File: config.mk
export PLATFORM = sky130hd
export DESIGN_NAME = order_manager
export DESIGN_NICKNAME = d
export VERILOG_FILES = /design/src/rtl/overcooked_pkg.sv /design/src/rtl/second_ticker.sv /design/src/rtl/order_manager.sv
export SDC_FILE = /design/constraint.sdc
export NUM_CORES = 1
export LEC_CHECK = 0
export ABC_AREA = 0
export BUFFER_PORTS_ARGS = -buffer_cell sky130_fd_sc_hd__buf_2
export CORE_AREA = 2 2 138 106
export CTS_BUF_LIST = sky130_fd_sc_hd__clkbuf_8 sky130_fd_sc_hd__clkbuf_16
export DETAILED_ROUTE_END_ITERATION = 7
export DIE_AREA = 0 0 140 108
export GPL_ROUTABILITY_DRIVEN = 0
export PLACE_DENSITY = 0.78
export SYNTH_ARGS = -nofsm -noshare
export SYNTH_HDL_FRONTEND = slang
export SYNTH_HIERARCHICAL = 1
export SYNTH_SLANG_ARGS = --single-unit
File: constraint.sdc
create_clock -name clock -period 9.63 [get_ports clock]
set_input_delay 0.4815 -clock clock [delete_from_list [all_inputs] [get_ports clock]]
set_output_delay 0.4815 -clock clock [all_outputs]
set_load 0.01 [all_outputs]
File: src/rtl/overcooked_pkg.sv
// rtl/overcooked_pkg.sv - shared screen-state encodings, scoring constants and score helpers
package overcooked_pkg;

    localparam logic [2:0] GS_WELCOME = 3'd0;
    localparam logic [2:0] GS_PLAY    = 3'd1;
    localparam logic [2:0] GS_END     = 3'd2;

    localparam logic [3:0] MAX_ORDERS     = 4'd4;
    localparam logic [9:0] DELIVER_POINTS = 10'd20;
    localparam logic [9:0] EXPIRE_PENALTY = 10'd10;
    localparam logic [9:0] SCORE_MAX      = 10'd999;

    typedef enum logic [1:0] {
        IDLE = 2'd0,
        RUN  = 2'd1,
        DONE = 2'd2
    } om_state_t;

    function automatic logic [9:0] score_add(input logic [9:0] s, input logic [9:0] pts);
        logic [10:0] sum;
        sum = {1'b0, s} + {1'b0, pts};
        return (sum > {1'b0, SCORE_MAX}) ? SCORE_MAX : sum[9:0];
    endfunction

    function automatic logic [9:0] score_sub(input logic [9:0] s);
        return (s >= EXPIRE_PENALTY) ? (s - EXPIRE_PENALTY) : 10'd0;
    endfunction

endpackage

File: src/rtl/second_ticker.sv
// rtl/second_ticker.sv - game-second prescaler; tick is high on the last cycle of each second
module second_ticker #(
    parameter int TICKS_PER_SEC = 65_000_000
) (
    input  logic clock,
    input  logic reset,
    input  logic enable,
    input  logic clear,
    output logic tick
);

    localparam int W = (TICKS_PER_SEC > 1) ? $clog2(TICKS_PER_SEC) : 1;
    localparam logic [W-1:0] LAST = W'(TICKS_PER_SEC - 1);

    logic [W-1:0] count;

    always_ff @(posedge clock or negedge reset) begin
        if (!reset) begin
            count <= '0;
        end else if (clear) begin
            count <= '0;
        end else if (enable) begin
            count <= (count == LAST) ? '0 : count + W'(1);
        end
    end

    // Combinational so the owner's state update lands on the same edge the count wraps.
    assign tick = enable && !clear && (count == LAST);

endmodule

File: src/rtl/order_manager.sv
// rtl/order_manager.sv - round timer, order queue and scoring for one game round
module order_manager
    import overcooked_pkg::*;
#(
    parameter int TICKS_PER_SEC = 65_000_000,
    parameter int GAME_SECONDS  = 150,
    parameter int ORDER_SECONDS = 30,
    parameter int SPAWN_SECONDS = 20
) (
    input  logic            clock,
    input  logic            reset,
    input  logic [2:0]      game_state,
    input  logic            deliver_valid,
    output logic [7:0]      time_left,
    output logic [9:0]      point_total,
    output logic [3:0]      orders,
    output logic [3:0][4:0] order_times,
    output logic            game_over
);

    localparam logic [7:0] GAME_T  = 8'(GAME_SECONDS);
    localparam logic [4:0] ORDER_T = 5'(ORDER_SECONDS);
    localparam int SW = $clog2(SPAWN_SECONDS + 1);
    localparam logic [SW-1:0] SPAWN_LAST = SW'(SPAWN_SECONDS - 1);

    om_state_t       state, state_n;
    logic [7:0]      time_n;
    logic [9:0]      score_n;
    logic [3:0]      orders_n;
    logic [3:0][4:0] times_n;
    logic [3:0][4:0] work;
    logic [2:0]      wr;
    logic [SW-1:0]   spawn_cnt, spawn_n;
    logic            over_n;
    logic            run_live;
    logic            tick;

    assign run_live = (state == RUN) && (game_state == GS_PLAY);

    second_ticker #(
        .TICKS_PER_SEC(TICKS_PER_SEC)
    ) u_second_ticker (
        .clock  (clock),
        .reset  (reset),
        .enable (run_live),
        .clear  (state != RUN),
        .tick   (tick)
    );

    always_ff @(posedge clock or negedge reset) begin
        if (!reset) begin
            state       <= IDLE;
            time_left   <= '0;
            point_total <= '0;
            orders      <= '0;
            order_times <= '0;
            spawn_cnt   <= '0;
            game_over   <= 1'b0;
        end else begin
            state       <= state_n;
            time_left   <= time_n;
            point_total <= score_n;
            orders      <= orders_n;
            order_times <= times_n;
            spawn_cnt   <= spawn_n;
            game_over   <= over_n;
        end
    end

    always_comb begin
        state_n  = state;
        time_n   = time_left;
        score_n  = point_total;
        orders_n = orders;
        times_n  = order_times;
        spawn_n  = spawn_cnt;
        over_n   = 1'b0;
        work     = '0;
        wr       = '0;

        case (state)
            IDLE: begin
                if (game_state == GS_PLAY) begin
                    state_n    = RUN;
                    time_n     = GAME_T;
                    score_n    = '0;
                    orders_n   = 4'd1;
                    times_n    = '0;
                    times_n[0] = ORDER_T;
                    spawn_n    = '0;
                end
            end
            RUN: begin
                if (game_state == GS_PLAY) begin
                    if (deliver_valid && (orders != 4'd0)) begin
                        score_n  = score_add(score_n, DELIVER_POINTS + {5'd0, times_n[0]});
                        times_n  = {5'd0, times_n[3:1]};
                        orders_n = orders_n - 4'd1;
                    end
                    if (tick) begin
                        time_n = time_left - 8'd1;
                        // Survivors are repacked from slot 0 so the oldest order stays first.
                        for (int i = 0; i < 4; i++) begin
                            if (4'(i) < orders_n) begin
                                if (times_n[i] > 5'd1) begin
                                    work[wr[1:0]] = times_n[i] - 5'd1;
                                    wr = wr + 3'd1;
                                end else begin
                                    score_n = score_sub(score_n);
                                end
                            end
                        end
                        times_n  = work;
                        orders_n = {1'b0, wr};
                        if (spawn_cnt == SPAWN_LAST) begin
                            spawn_n = '0;
                            if (orders_n < MAX_ORDERS) begin
                                times_n[orders_n[1:0]] = ORDER_T;
                                orders_n = orders_n + 4'd1;
                            end
                        end else begin
                            spawn_n = spawn_cnt + SW'(1);
                        end
                        if (time_left == 8'd1) begin
                            state_n = DONE;
                            over_n  = 1'b1;
                        end
                    end
                end
            end
            DONE: begin
                if (game_state == GS_WELCOME) begin
                    state_n = IDLE;
                end
            end
            default: state_n = IDLE;
        endcase
    end

endmodule
==> qor.txt <==
Final Critical Period: 7.569 ns
PD cells: 312.0 nW/um^2
Hold Buf Count CTS: 0
Seq/Total Area, Yosys: 23.46%
Rel. slew slack: 35.33%
library cells used by synthesis: 101
final wirelength: 23.23 mm
total of warnings raised by yosys: 6
port bufs: 48
Max FO, Critical Path: 9
final setup vio count: 0
first-pass GRT wire length: 38.38 mm
violated checks: design-rule violations
Ant. Diodes: 0
CTS tree: built
R2R Setup Slk: 2.06 ns
top_reg_cell synth: dfrtp_1
filler instances: 1158
register area: 1902 sq um
Mean Syn Cell Area: 7.810 sq um
Setup TNS: 0 ns
Leakage: 0.003638 uW
HPWL after detailed placement: 17.25 mm
setup ws final: 2.061 ns
commonest non-fill, non-tap cell in the layout: nand2_1
Max Fclk: 132.1 MHz
hold_ws: 0.2885 ns
worst r2r path cells: 27
CP Class: register to register
root buf cell: clkbuf_16
Post-synth ARST share: 100.0%
Max Slew Vio Count: 0
final hold vios: 0
gr usage total: 31.29%
clock buffer depth: 2
Critical Path RT: 9.82 ns
Slew @ Worst Pin: 0.9701 ns
row count: 37
Synth Area in Compound Gates: 28.38%
synthesis-stage register bit count: 76
origin of the worst setup path: point_total[1]$_DFFE_PN0P_
multiplexer share of the synthesized area: 3.442%
GRT overflow: 0
Die W: 140 um
Top delay family on crit path: compound AO/OA/AOI/OAI gates
initial antenna violation count: 0
Reg clk slew, reported paths: 0.06 ns
CTS resizes: 0
DR WL/cell: 18.86 um
combinational family with the most area after synthesis: compound AO/OA/AOI/OAI gates
Final Core Density: 63.45%
remaining antenna violation count: 0
Synth Area in Adders: 6.421%
number of global-route vias before repair: 7453
CP Launch Type: register
pre-CTS WS: 2.249 ns
CP max stage cell: o211ai_1
DRC errors left: 5
Peak VDD IR: 0.1709 mV
IO Count: 49
unrepaired setup endpoints after global routing: no
leading cell types in the layout, fill and taps excluded: nand2_1, nor2_1, dfrtp_1
RR Endpoint: point_total[9]$_DFFE_PN0P_
status: complete, but fails checks
Via Count: 8318
# Post-CTS Setup Buffers: 0
CTS buffer count: 9
Die ar.: 15120 sq um
via/cell ratio: 6.752
worst skew pair latency: 0.34 ns
Top cell by count, worst path: ha_1
Min-Delay Path Class: primary input to asynchronous set/reset pin
area of the multi-input gates: 5733 sq um
Initial Util: 59.36%
simple-gate share of the synthesized area: 27.77%
Synth Instances: 1038
critical path data arrival time: 7.76 ns
Post-synth EDFFs: 0
total power: 2704 uW
Critical R2R Launch: point_total[1]$_DFFE_PN0P_
die height: 108 um
Post-Synth XOR/XNOR Area: 4.646%
H-tree level count: 3
clock tree sinks: 76
drt pass-1 iters: 8
Post-Syn Area: 8107 sq um
Worst setup EP type: register
area added between synthesis and finish: 6.899%
Final Skew: 0.01208 ns
final period utilization: 78.60%
Final nets: 1099
total of max-cap violations: 0
crit-path max cell delay: 0.58 ns
share of cells above drive strength 1: 12.87%
core area: 13660 sq um
1st-iter DRT viols: 1066
largest net degree at the start of global routing: 77
syn nets: 1085
crit path buf inv count: 2
## worst reg2reg max path, delay by kind of cell, from the launching register on
family          cells  cell delay [ns]
flops               1             0.46
xor+xnor            3             0.87
simple gates        7             1.45
fa+ha+maj           5             1.54
buf+inv             2             0.15
compound gates     10             2.94
## final cells by class
| type | instances | share of cell area (%) |
|---|---|---|
| tap | 175 | 2.527 |
| multi-input combinational | 859 | 66.16 |
| clock inverter | 6 | 1.083 |
| clock buffer | 10 | 2.758 |
| inverter | 53 | 2.296 |
| sequential | 76 | 21.95 |
| timing repair buffer | 53 | 3.234 |
## flip-flops by register name, indices dropped and copies added (netlist names)
register and cells:
time_left 8, game_over 1, orders 4, spawn_cnt 5
order_times 20, u_second_ticker/count 26, state 2, point_total 10
## power by group
part	internal [uW]	leakage [uW]	switching (uW)
logic	686	0.00251	1230
clock network	237	0.000160	148
registers	347	0.000971	58.6
## layer usage
layer | vias to the layer above | track usage [%] | wire length [um]
li1 | 3924 | - | -
met1 | 3920 | 47.87 | 10690
met2 | 438 | 44.93 | 9535
met3 | 36 | 6.997 | 2656
met4 | 0 | 6.854 | 349
met5 | - | 0 | 0
## kinds of logic (layout without fill, tap and decap cells)
| logic type | count (synthesis) | count (layout) |
|---|---|---|
| AND/OR/NAND/NOR | 435 | 435 |
| AO/OA/AOI/OAI | 314 | 314 |
| buffers and inverters | 103 | 122 |
| flip-flops | 76 | 76 |
| XOR/XNOR | 43 | 43 |
| adder cells (fa/ha/maj) | 41 | 41 |
| multiplexers | 26 | 26 |
## worst max-delay path by stage
stage	endpoint	slack, ns	cells after the start
4_1_cts	point_total[9]$_DFFE_PN0P_	2.18	27
3_3_place_gp	point_total[9]$_DFFE_PN0P_	2.38	27
5_1_grt	point_total[9]$_DFFE_PN0P_	1.40	27
2_1_floorplan	point_total[9]$_DFFE_PN0P_	2.74	33
6_report	point_total[9]$_DFFE_PN0P_	2.06	27
3_5_place_dp	point_total[9]$_DFFE_PN0P_	2.25	27
## per-stage QoR
stage,std cells,instance area (sq um)
after detailed placement,1216,8333
after CTS,1232,8666
final,1232,8666
after floorplan,1038,8107
after global routing,1232,8666
after global placement,1216,8333
## cells in the mapped netlist, drive strengths merged (12+ instances only)
library cell | count | area [sq um]
o211ai | 15 | 122.6
ha | 40 | 500.5
mux2i | 21 | 222.7
nor2 | 90 | 340.3
buf | 20 | 143.9
a31oi | 13 | 93.84
nand3 | 49 | 257.8
inv | 51 | 191.4
o31ai | 18 | 153.9
a32o | 14 | 140.1
xor2 | 22 | 192.7
nand2 | 127 | 476.7
or2 | 12 | 75.07
a21oi | 57 | 300.3
clkbuf | 30 | 133.9
nor3 | 41 | 254.0
nor4 | 16 | 112.6
o21ai | 82 | 425.4
dfrtp | 76 | 1902
nand2b | 13 | 81.33
nand4 | 21 | 146.4
xnor2 | 21 | 183.9
(Power assumes the default switching activity.)
